File: src/rtl/y86_pkg.sv
// Y86-64 execute-stage shared constants: instruction codes, condition
// function codes, status codes and condition-code bit positions.
package y86_pkg;

   localparam logic [3:0] IRRMOVQ = 4'h2;
   localparam logic [3:0] OPQ     = 4'h6;
   localparam logic [3:0] JXX     = 4'h7;

   localparam logic [3:0] C_YES = 4'h0;
   localparam logic [3:0] C_LE  = 4'h1;
   localparam logic [3:0] C_L   = 4'h2;
   localparam logic [3:0] C_E   = 4'h3;
   localparam logic [3:0] C_NE  = 4'h4;
   localparam logic [3:0] C_GE  = 4'h5;
   localparam logic [3:0] C_G   = 4'h6;

   localparam logic [3:0] STAT_AOK = 4'h1;
   localparam logic [3:0] STAT_HLT = 4'h2;
   localparam logic [3:0] STAT_ADR = 4'h3;
   localparam logic [3:0] STAT_INS = 4'h4;

   // Bit positions inside the packed {ZF,SF,OF} vector.
   localparam int CC_ZF = 2;
   localparam int CC_SF = 1;
   localparam int CC_OF = 0;

endpackage

File: src/rtl/cond_eval.sv
// Combinational Cnd evaluation for cmovXX / jXX from icode, ifun and {ZF,SF,OF}.
module cond_eval
   import y86_pkg::*;
(
   input  logic [3:0] icode,
   input  logic [3:0] ifun,
   input  logic [2:0] cc,
   output logic       cnd
);

   logic zf;
   logic lt;

   assign zf = cc[CC_ZF];
   assign lt = cc[CC_SF] ^ cc[CC_OF];

   always_comb begin
      cnd = 1'b0;
      if (icode == IRRMOVQ || icode == JXX) begin
         case (ifun)
            C_YES:   cnd = 1'b1;
            C_LE:    cnd = lt | zf;
            C_L:     cnd = lt;
            C_E:     cnd = zf;
            C_NE:    cnd = ~zf;
            C_GE:    cnd = ~lt;
            C_G:     cnd = ~lt & ~zf;
            default: cnd = 1'b0;
         endcase
      end
   end

endmodule

File: src/rtl/exec_cc_stage.sv
// Execute-stage back end: condition codes, Cnd evaluation and a one-entry output register.
// Optional EXEC_STAT_GATE_EN adds in_stat/out_stat and freezes CC after a non-AOK instruction.
module exec_cc_stage
   import y86_pkg::*;
#(
   parameter int         W      = 64,
   parameter logic [2:0] CC_RST = 3'b100
) (
   input  logic         clk,
   input  logic         reset,
   input  logic         in_valid,
   output logic         in_ready,
   input  logic [3:0]   icode,
   input  logic [3:0]   ifun,
   input  logic [W-1:0] alu_out,
   input  logic         alu_ovf,
   output logic         out_valid,
   input  logic         out_ready,
   output logic [W-1:0] valE,
   output logic         cnd,
`ifdef EXEC_STAT_GATE_EN
   input  logic [3:0]   in_stat,
   output logic [3:0]   out_stat,
`endif
   output logic [2:0]   cc_flags
);

   // Handshake: a beat moves on a rising edge when valid and ready are both
   // high; valid never depends on ready, and a held result stays stable until taken.
   logic         out_valid_q, out_valid_d;
   logic [W-1:0] vale_q, vale_d;
   logic         cnd_q, cnd_d;
   logic [2:0]   cc_q, cc_d;
   logic         accept;
   logic         cc_en;
   logic         cnd_w;

`ifdef EXEC_STAT_GATE_EN
   logic         halted_q, halted_d;
   logic [3:0]   stat_q, stat_d;
`endif

   assign in_ready = ~out_valid_q | out_ready;
   assign accept   = in_valid & in_ready;

   // Cnd sees the flags before this instruction's own update.
   cond_eval u_cond_eval (
      .icode (icode),
      .ifun  (ifun),
      .cc    (cc_q),
      .cnd   (cnd_w)
   );

`ifdef EXEC_STAT_GATE_EN
   assign cc_en = accept & (icode == OPQ) & ~halted_q & (in_stat == STAT_AOK);
`else
   assign cc_en = accept & (icode == OPQ);
`endif

   always_comb begin
      out_valid_d = out_valid_q;
      vale_d      = vale_q;
      cnd_d       = cnd_q;
      cc_d        = cc_q;
`ifdef EXEC_STAT_GATE_EN
      halted_d    = halted_q;
      stat_d      = stat_q;
`endif
      if (accept) begin
         out_valid_d = 1'b1;
         vale_d      = alu_out;
         cnd_d       = cnd_w;
`ifdef EXEC_STAT_GATE_EN
         stat_d      = in_stat;
         if (in_stat != STAT_AOK) halted_d = 1'b1;
`endif
      end else if (out_ready) begin
         out_valid_d = 1'b0;
      end
      if (cc_en) begin
         cc_d[CC_ZF] = (alu_out == '0);
         cc_d[CC_SF] = alu_out[W-1];
         cc_d[CC_OF] = alu_ovf;
      end
   end

   always_ff @(posedge clk or posedge reset) begin
      if (reset) begin
         out_valid_q <= 1'b0;
         vale_q      <= '0;
         cnd_q       <= 1'b0;
         cc_q        <= CC_RST;
`ifdef EXEC_STAT_GATE_EN
         halted_q    <= 1'b0;
         stat_q      <= STAT_AOK;
`endif
      end else begin
         out_valid_q <= out_valid_d;
         vale_q      <= vale_d;
         cnd_q       <= cnd_d;
         cc_q        <= cc_d;
`ifdef EXEC_STAT_GATE_EN
         halted_q    <= halted_d;
         stat_q      <= stat_d;
`endif
      end
   end

   assign out_valid = out_valid_q;
   assign valE      = vale_q;
   assign cnd       = cnd_q;
   assign cc_flags  = cc_q;
`ifdef EXEC_STAT_GATE_EN
   assign out_stat  = stat_q;
`endif

endmodule

File: config.mk
export PLATFORM = sky130hd
export DESIGN_NAME = exec_cc_stage
export DESIGN_NICKNAME = d
export VERILOG_FILES = /design/src/rtl/y86_pkg.sv /design/src/rtl/cond_eval.sv /design/src/rtl/exec_cc_stage.sv
export SDC_FILE = /design/constraint.sdc
export NUM_CORES = 1
export LEC_CHECK = 0
export ABC_AREA = 0
export CAP_MARGIN = 20
export CORE_MARGIN = 3
export CORE_UTILIZATION = 37
export CTS_BUF_LIST = sky130_fd_sc_hd__clkbuf_2
export CTS_CLUSTER_DIAMETER = 80
export DETAILED_ROUTE_END_ITERATION = 8
export GPL_TIMING_DRIVEN = 1
export PLACE_DENSITY = 0.87
export REMOVE_ABC_BUFFERS = 1
export SLEW_MARGIN = 25
export SYNTH_ARGS = -nofsm -noshare
export SYNTH_HDL_FRONTEND = slang
export SYNTH_SLANG_ARGS = --single-unit
File: constraint.sdc
create_clock -name clk -period 2.4 [get_ports clk]
set_input_delay 0.72 -clock clk [delete_from_list [all_inputs] [get_ports clk]]
set_output_delay 0.72 -clock clk [all_outputs]
set_load 0.01 [all_outputs]
==> run summary, run 1 <==
Antenna Nets Post-Route: 0
WP data arrival: 1.59 ns
via total after detailed routing: 2,154
non-filler cells, final: 445
Post-synth EDFFs: 0
sequential element share of the synthesized area: 62.0%
switch share: 28.1%
Vias per Instance: 4.84
# Max-Cap Violations: 0
clock sinks: 69
Reg clk slew, reported paths: 0.16 ns
Cell Area, Synth: 0.00279 mm^2
syn avg cell area: 15.1 um^2
GP Congestion: 0.712
Post-layout nets: 419
max-slew violations: 0
Crit Path Category: reg2out
grt ovf: 0
largest net degree at the start of global routing: 39
Die Footprint: 0.00860 mm^2
drt wl/cell: 16.3 um
CTS Hold Bufs: 0
Hold Violations, Final: 0
maximum vdd drop: 0.306 mV
max incr delay on CP: 0.59 ns
crit path launch type: flip-flop
Hold WS: 0.512 ns
Clock Power Share: 18.4%
Placed Cells: 430
worst slew pin tran: 0.445 ns
Crit Path Max Fanout: 4
first-pass GRT wire length: 11,900 um
Worst slew margin: 70.1%
internal power: 2.01 mW
Worst-Skew Late Latency: 0.50 ns
Antenna Cells: 0
number of fillers in the final layout: 600
sequential power share: 50.7%
Crit-path slowest cell: dfstp_2
synth unique cells: 22
Inserted Clock Buffers: 9
initial antenna violation count: 0
CTS tree: built
overall routing resource usage: 17.8%
DRT Wirelength: 7250 um
fmax: 432 MHz
clk_skew: 0.0365 ns
layout cells sized above 1: 26.6%
Cells after Synth: 184
setup_tns: 0 ns
DRC Markers: 0
ys async rst share: 100%
HPWL after DPL: 5680 um
CP bufs+invs: 1
Crit. End Element: primary output
drt pass-1 iters: 4
leak pwr: 1.81 nW
final setup vio count: 0
chip height: 92.8 um
Power Dens Cells: 622 mW/mm^2
Placeable Area: 0.00729 mm^2
Main synth FF type: dfrtp_1
CP Cell Sequence: clkdlybuf4s50_1
H-tree depth: 3
status: completed
Layout area overhead: 61.1%
FF+latch count, synth: 69
total power: 2.79 mW
Final min period: 2.31 ns
CTS Root Cell: clkbuf_2
Worst Hold Class: reg2reg
die width: 92.8 um
io pins: 147
Initial Utilization: 38.2%
clk buf depth: 2
iteration-0 DRC count of the detailed router: 51
vias in the first global route: 2,369
I/O Buffers: 146
row count: 31
final period utilization: 96.3%
Ys Warns: 0
Net Sw Power: 0.785 mW
critical path's top delay family: flip-flops
RSZ-0062 raised after global routing: no
Comb pwr share: 30.9%
Worst Path Required: 1.68 ns
==> cell type report <==
class                      count  area, um^2  area share [%]
timing repair buffer         154        1550            34.4
sequential                    69        1730            38.5
clock buffer                   9        45.0            1.00
clock inverter                 6        31.3           0.697
multi-input combinational    105        1000            22.4
inverter                       3        11.3           0.251
tap                           99         124            2.76
==> Yosys cell counts (all sizes together) (2+ instances only) <==
library cell	number	share of area [%]
dfrtp	68	61
mux2	66	27
nor4	16	3.8
buf	7	1.6
nand4	4	0.90
inv	3	0.40
nand2	3	0.40
o21ai	3	0.54
nand2b	2	0.45
nand3	2	0.36
xor2	2	0.63
==> final timing paths <==
kind / to / startpoint / slack, ns / depth (start not counted)
hold reg to reg: cc_flags[2] / cc_flags[2] / 0.51 / 2
max in group asynchronous: cc_flags[2] / reset / 1.42 / 3
hold / removal: cc_flags[2] / cc_flags[2] / 0.51 / 2
setup reg to reg: valE[21] / out_valid / 0.98 / 5
min in group asynchronous: valE[58] / reset / 0.60 / 3
setup / recovery: cc_flags[2] / cc_flags[2] / 0.09 / 1
==> kinds of logic (layout without fill, tap and decap cells) <==
kind of cell	Yosys count	in the layout	share of synthesized area [%]
simple gates	30	30	6.87
mux	67	67	27.0
flops	69	69	62.0
buf+inv	10	172	2.02
xor+xnor	2	2	0.629
compound gates	6	6	1.39
==> cell usage in the layout, fill, tap and decap left out, types with 2 or more instances in the layout <==
cell / Yosys / final
nor4_1: 15 / 15
buf_12: 0 / 2
mux2_2: 66 / 66
nand2b_1: 2 / 2
nand3_1: 2 / 2
nand4_1: 4 / 4
clkinv_2: 0 / 4
xor2_1: 2 / 2
inv_1: 3 / 2
buf_4: 4 / 6
o21ai_0: 2 / 2
clkdlybuf4s50_1: 0 / 145
clkbuf_2: 0 / 9
dfrtp_1: 68 / 68
nand2_1: 3 / 2
==> metrics by stage <==
stage                     setup slack, ns  cell area [um^2]  util [%]
after floorplan                    -0.507              2740         -
after global placement             -0.135              4410      60.5
after detailed placement           -0.178              4410      60.5
after CTS                         0.00944              4490      61.5
after global routing             0.000373              4490      61.5
final                              0.0877              4490      61.5
==> sequential cells by signal, indices dropped and copies added (netlist names) <==
| signal | flops |
|---|---|
| cc_flags | 3 |
| cnd | 1 |
| out_valid | 1 |
| valE | 64 |
==> routing by layer <==
layer / share of wire, % / wire length (um) / up-vias / GRT usage (%)
met5: 0 / 0 / - / 0
met4: 2.1 / 149 / 0 / 7.69
met3: 9.4 / 678 / 15 / 6.58
met2: 50 / 3600 / 97 / 29.4
met1: 39 / 2830 / 1032 / 20.7
li1: - / - / 1010 / -
==> worst reg2reg max path, cell delays in order (launching register included) <==
cell and delay (ns):
dfrtp_1 0.38, nand2b_1 0.06, buf_4 0.15, nand2_2 0.12, buf_12 0.23, mux2_2 0.39
==> power by group through the flow <==
stage | logic, mW | clock network [mW] | registers [mW]
2_1_floorplan | 0.233 | 0 | 1.52
3_3_place_gp | 0.855 | 0 | 1.43
3_5_place_dp | 0.873 | 0 | 1.44
4_1_cts | 0.876 | 0.542 | 1.42
5_1_grt | 0.921 | 0.585 | 1.44
6_report | 0.862 | 0.513 | 1.42
==> repair_timing <==
action | CTS | global route
setup buffers | 0 | 0
setup endpoints to repair | 1 | 0
hold endpoints to repair | 0 | 0
resized for setup | 1 | 0
No activity file was read; power rests on OpenSTA's default activity.
==> run 2: changes to the inputs <==
--- a/config.mk
+++ b/config.mk
@@ -8,12 +8,12 @@
 export ABC_AREA = 0
 export CAP_MARGIN = 20
 export CORE_MARGIN = 3
-export CORE_UTILIZATION = 37
+export CORE_UTILIZATION = 40
 export CTS_BUF_LIST = sky130_fd_sc_hd__clkbuf_2
 export CTS_CLUSTER_DIAMETER = 80
 export DETAILED_ROUTE_END_ITERATION = 8
 export GPL_TIMING_DRIVEN = 1
-export PLACE_DENSITY = 0.87
+export PLACE_DENSITY = 0.89
 export REMOVE_ABC_BUFFERS = 1
 export SLEW_MARGIN = 25
 export SYNTH_ARGS = -nofsm -noshare
==> constraint.sdc (replaced) <==
create_clock -name clk -period 2.6 [get_ports clk]
set_input_delay 0.78 -clock clk [delete_from_list [all_inputs] [get_ports clk]]
set_output_delay 0.78 -clock clk [all_outputs]
set_load 0.01 [all_outputs]
==> run summary, run 2 (synthesis results as in run 1) <==
Worst slew margin: 76.0% (was 70.1%)
Worst Path Required: 1.82 ns (was 1.68 ns)
final period utilization: 91.7%
row count: 29 (was 31)
Placed Cells: 405 (was 430)
via total after detailed routing: 2,130 (was 2,154)
CP bufs+invs: 2 (was 1)
Clock Power Share: 24.3% (was 18.4%)
sequential power share: 46.8% (was 50.7%)
r2r setup slk: 1.20 ns (was 0.98 ns)
# Max-Cap Violations: 0 (unchanged)
Finished Core Util: 69.2% (was 61.5%)
r2r startpoint: out_valid (unchanged)
max reg flops: 64 (unchanged)
setup_tns: 0 ns (unchanged)
number of fillers in the final layout: 500 (was 600)
grt ovf: 0 (unchanged)
chip height: 89.4 um (was 92.8 um)
Final min period: 2.38 ns
total power: 2.79 mW (about the same)
WP data arrival: 1.60 ns (was 1.59 ns)
overall routing resource usage: 18.9% (was 17.8%)
worst slew pin tran: 0.357 ns (was 0.445 ns)
HPWL after DPL: 5920 um (was 5680 um)
fmax: 419 MHz
Worst Hold Class: in2async (was reg2reg)
Antenna Cells: 0 (unchanged)
Crit Path Max Fanout: 2 (was 4)
CP Cell Sequence: clkdlybuf4s50_1 -> nand2b_1 -> dlygate4sd2_1 (was clkdlybuf4s50_1)
CTS tree: built (unchanged)
status: completed (unchanged)
CTS Root Cell: clkbuf_2 (unchanged)
drt pass-1 iters: 4 (unchanged)
Reg clk slew, reported paths: 0.18 ns (was 0.16 ns)
post-CTS setup buffer count: 0 (unchanged)
DRT Wirelength: 7390 um (was 7250 um)
maximum vdd drop: 0.479 mV (was 0.306 mV)
Net Sw Power: 0.734 mW (was 0.785 mW)
Initial Utilization: 42.6% (was 38.2%)
Hold Violations, Final: 0 (unchanged)
Worst-Skew Late Latency: 0.44 ns (was 0.50 ns)
Reg2Reg Depth: 5 (unchanged)
layout cells sized above 1: 25.9% (was 26.6%)
first-pass GRT wire length: 11,200 um (was 11,900 um)
Antenna Nets Post-Route: 0 (unchanged)
Crit Path Category: in2out (was reg2out)
Crit. Startpoint: out_ready (was cc_flags[2])
clock sinks: 69 (unchanged)
I/O Buffers: 146 (unchanged)
die width: 89.4 um (was 92.8 um)
iteration-0 DRC count of the detailed router: 52 (was 51)
switch share: 26.3% (was 28.1%)
H-tree depth: 3 (unchanged)
Power Dens Cells: 618 mW/mm^2 (was 622 mW/mm^2)
clk buf depth: 2 (unchanged)
most common cell after layout, fill and taps aside: clkdlybuf4s50_1 (unchanged)
io pins: 147 (unchanged)
max incr delay on CP: 0.45 ns (was 0.59 ns)
Vias per Instance: 5.06 (was 4.84)
GP Congestion: 0.791 (was 0.712)
Reg-to-Reg End: valE[43] (was valE[21])
Crit. End Element: primary output (unchanged)
most frequent cells in the layout: clkdlybuf4s50_1, dfrtp_1, mux2_2, nor4_1, clkbuf_2 (unchanged)
vias in the first global route: 2,335 (was 2,369)
final setup vio count: 0 (unchanged)
Critical Path End: in_ready (was cc_flags[2])
leak pwr: 1.83 nW (was 1.81 nW)
Inserted Clock Buffers: 9 (unchanged)
internal power: 2.06 mW (was 2.01 mW)
Die Footprint: 0.00800 mm^2 (was 0.00860 mm^2)
clk_skew: 0.0142 ns (was 0.0365 ns)
non-filler cells, final: 421 (was 445)
critical path's top delay family: buffers and inverters (was flip-flops)
initial antenna violation count: 0 (unchanged)
max-slew violations: 0 (unchanged)
Layout area overhead: 62.3% (was 61.1%)
largest net degree at the start of global routing: 40 (was 39)
Crit-path slowest cell: clkdlybuf4s50_1 (was dfstp_2)
worst setup margin: 0.216 ns (was 0.0877 ns)
Comb pwr share: 28.8% (was 30.9%)
Post-layout nets: 416 (was 419)
RSZ-0062 raised after global routing: no (unchanged)
DP Worst Slack: -0.0546 ns (was -0.178 ns)
crit path launch type: input port (was flip-flop)
Placeable Area: 0.00653 mm^2 (was 0.00729 mm^2)
drt wl/cell: 17.5 um (was 16.3 um)
number of cells on the critical path: 3 (was 1)
DRC Markers: 0 (unchanged)
-- run 2: cell count changes in the layout (fill, tap and decap cells not counted) --
| cell | change |
|---|---|
| clkinv_2 | -3 |
| buf_4 | -5 |
| clkinv_1 | +1 |
| inv_6 | +1 |
| bufinv_16 | +2 |
| buf_12 | +2 |
-- run 2: layer usage --
metal,global-route usage [%],up-vias,share of wire [%]
li1,-,1001,-
met1,20.8,1032,38
met2,33.3,87,53
met3,5.99,10,7.7
met4,8.12,0,1.6
met5,0,-,0
-- run 2: power by group through the flow --
| stage | sequential (mW) | clock, mW | combinational (mW) |
|---|---|---|---|
| floorplan | 1.40 | 0 | 0.215 |
| global placement | 1.32 | 0 | 0.799 |
| detailed placement | 1.33 | 0 | 0.817 |
| CTS | 1.31 | 0.710 | 0.819 |
| global route | 1.33 | 0.763 | 0.860 |
| finish | 1.31 | 0.679 | 0.805 |
-- run 2: cell type report --
| class | instances | area (um^2) | area share, % |
|---|---|---|---|
| Sequential cell | 69 | 1730 | 38.2 |
| Timing Repair Buffer | 151 | 1550 | 34.2 |
| Multi-Input combinational cell | 105 | 1000 | 22.2 |
| Tap cell | 77 | 96.3 | 2.13 |
| Clock inverter | 7 | 88.8 | 1.97 |
| Clock buffer | 9 | 45.0 | 0.996 |
| Inverter | 3 | 11.3 | 0.249 |
-- run 2: worst min-delay path by stage --
stage,from,end,slack (ns),depth (start not counted)
6_report,reset,valE[30],0.49,2
5_1_grt,reset,valE[30],0.43,2
4_1_cts,reset,valE[30],0.43,2
3_5_place_dp,cnd,cnd,0.48,2
3_3_place_gp,cnd,cnd,0.46,2
2_1_floorplan,cc_flags[2],cc_flags[2],0.48,2
-- run 2: timing repair --
item                       CTS  global route
setup endpoints to repair    1             0
resized for setup            1             0
hold buffers                 0             0
-- run 2: stage by stage --
stage	instance area (um^2)	hold WS, ns
after floorplan	2740	0.478
after global placement	4390	0.463
after detailed placement	4390	0.481
after CTS	4520	0.432
after global routing	4520	0.432
final	4520	0.492
==> run 3: changes to the inputs <==
--- a/config.mk
+++ b/config.mk
@@ -15,6 +15,7 @@
 export GPL_TIMING_DRIVEN = 1
 export PLACE_DENSITY = 0.89
 export REMOVE_ABC_BUFFERS = 1
+export SETUP_SLACK_MARGIN = 0.2
 export SLEW_MARGIN = 25
 export SYNTH_ARGS = -nofsm -noshare
 export SYNTH_HDL_FRONTEND = slang
==> run summary, run 3 (synthesis results as in run 1) <==
# Max-Cap Violations: 0 (unchanged)
CP Cell Sequence: clkdlybuf4s50_1 -> nand2b_1 -> clkbuf_2 (was clkdlybuf4s50_1 -> nand2b_1 -> dlygate4sd2_1)
Finished Core Util: 69.3% (was 69.2%)
final setup vio count: 0 (unchanged)
H-tree depth: 3 (unchanged)
Antenna Cells: 0 (unchanged)
RSZ-0062 raised after global routing: no (unchanged)
die width: 89.4 um (unchanged)
Post-layout nets: 417 (was 416)
grt ovf: 0 (unchanged)
number of fillers in the final layout: 499 (was 500)
critical path's top delay family: buffers and inverters (unchanged)
metal2 WL: 3940 um (was 3920 um)
largest net degree at the start of global routing: 40 (unchanged)
wire length on met3: 577 um (was 570 um)
Worst slew margin: 75.9% (was 76.0%)
Crit Path Category: in2out (unchanged)
DRC Markers: 0 (unchanged)
maximum vdd drop: 0.479 mV (about the same)
crit path launch type: input port (unchanged)
Initial Utilization: 42.6% (unchanged)
Crit-path slowest cell: clkdlybuf4s50_1 (unchanged)
I/O Buffers: 146 (unchanged)
row count: 29 (unchanged)
Layout area overhead: 62.5% (was 62.3%)
WP data arrival: 1.48 ns (was 1.60 ns)
Worst Hold Class: in2async (unchanged)
total power: 2.79 mW (about the same)
most common cell after layout, fill and taps aside: clkdlybuf4s50_1 (unchanged)
leak pwr: 1.85 nW (was 1.83 nW)
HPWL after DPL: 5920 um (unchanged)
Antenna Nets Post-Route: 0 (unchanged)
Inserted Clock Buffers: 9 (unchanged)
non-filler cells, final: 422 (was 421)
io pins: 147 (unchanged)
DRT Wirelength: 7410 um (was 7390 um)
drt pass-1 iters: 4 (unchanged)
drt wl/cell: 17.6 um (was 17.5 um)
Worst-Skew Late Latency: 0.44 ns (about the same)
Placeable Area: 0.00653 mm^2 (unchanged)
top layer reached by signal wires: met4 (unchanged)
Crit. End Element: primary output (unchanged)
r2r setup slk: 1.20 ns (about the same)
clock sinks: 69 (unchanged)
iteration-0 DRC count of the detailed router: 67 (was 52)
CTS Root Cell: clkbuf_2 (unchanged)
chip height: 89.4 um (unchanged)
fmax: 442 MHz (was 419 MHz)
max reg flops: 64 (unchanged)
CTS tree: built (unchanged)
Reg2Reg Depth: 5 (unchanged)
Power Dens Cells: 617 mW/mm^2 (was 618 mW/mm^2)
first-pass GRT wire length: 11,200 um (about the same)
r2r startpoint: out_valid (unchanged)
max incr delay on CP: 0.45 ns (about the same)
Worst Path Required: 1.82 ns (about the same)
Reg-to-Reg End: valE[43] (unchanged)
worst setup margin: 0.338 ns (was 0.216 ns)
setup_tns: 0 ns (unchanged)
DRT met1 WL: 2790 um (was 2770 um)
most frequent cells in the layout: clkdlybuf4s50_1, dfrtp_1, mux2_2, nor4_1, clkbuf_2 (unchanged)
layout cells sized above 1: 26.4% (was 25.9%)
CTS Hold Bufs: 0 (unchanged)
Die Footprint: 0.00800 mm^2 (unchanged)
via total after detailed routing: 2,133 (was 2,130)
Hold Violations, Final: 0 (unchanged)
clk_skew: 0.0135 ns (was 0.0142 ns)
vias in the first global route: 2,332 (was 2,335)
status: completed (unchanged)
initial antenna violation count: 0 (unchanged)
Final min period: 2.26 ns (was 2.38 ns)
clk buf depth: 2 (unchanged)
max-slew violations: 0 (unchanged)
Vias per Instance: 5.05 (was 5.06)
Placed Cells: 405 (unchanged)
GP Congestion: 0.791 (unchanged)
overall routing resource usage: 18.9% (about the same)
Crit Path Max Fanout: 2 (unchanged)
final period utilization: 87.0% (was 91.7%)
worst slew pin tran: 0.357 ns (about the same)
number of cells on the critical path: 3 (unchanged)
CP bufs+invs: 2 (unchanged)
DP Worst Slack: -0.0546 ns (unchanged)
Reg clk slew, reported paths: 0.18 ns (about the same)
[run 3: cell count changes in the layout (fill, tap and decap cells not counted), sizes merged]
cell           previous run  this run
buf                       5         6
clkbuf                    9        10
clkdlybuf4s50           145       144
dlygate4sd2               1         0
dlymetal6s2s              0         1
[run 3: layer usage]
metal	global-route usage, %	vias to the layer above
met2	33.5	86
met4	7.85	0
met5	0	-
met3	5.90	9
met1	21.0	1036
li1	-	1002
[run 3: worst reg2reg max path, stage by stage (launching register included)]
cell and delay (ns):
dfrtp_1 0.38, nand2b_1 0.07, buf_4 0.15, nand2_2 0.12, buf_12 0.22, mux2_2 0.37
[run 3: report_power, final]
group          internal (mW)  total [mW]  switching, mW
Combinational          0.517       0.805          0.288
Sequential              1.23        1.31         0.0813
Clock                  0.314       0.681          0.367
[run 3: cell type report]
type / instances / area (um^2) / share of cell area (%)
clock buffer: 9 / 45.0 / 0.995
clock inverter: 7 / 88.8 / 1.96
inverter: 3 / 11.3 / 0.249
multi-input combinational: 105 / 1000 / 22.2
sequential: 69 / 1730 / 38.2
tap: 77 / 96.3 / 2.13
timing repair buffer: 152 / 1550 / 34.3
[run 3: through the flow]
step,hold WS (ns),instance area (um^2)
floorplan,0.478,2740
global route,0.432,4530
global placement,0.463,4390
finish,0.492,4530
detailed placement,0.481,4390
CTS,0.432,4530
[run 3: worst max-delay path by stage]
stage             endpoint  slack [ns]   startpoint
2_1_floorplan      valE[0]       -0.37    out_ready
3_3_place_gp      in_ready       -0.05    out_ready
3_5_place_dp      in_ready       -0.05    out_ready
4_1_cts           in_ready        0.21    out_ready
5_1_grt        cc_flags[0]        0.27  cc_flags[0]
6_report          in_ready        0.34    out_ready
[run 3: what timing repair did]
| action | in CTS | in global routing |
|---|---|---|
| resized for setup | 1 | 3 |
| setup buffers | 1 | 0 |
| endpoints found under the setup margin | 2 | 2 |
| hold endpoints to repair | 0 | 0 |
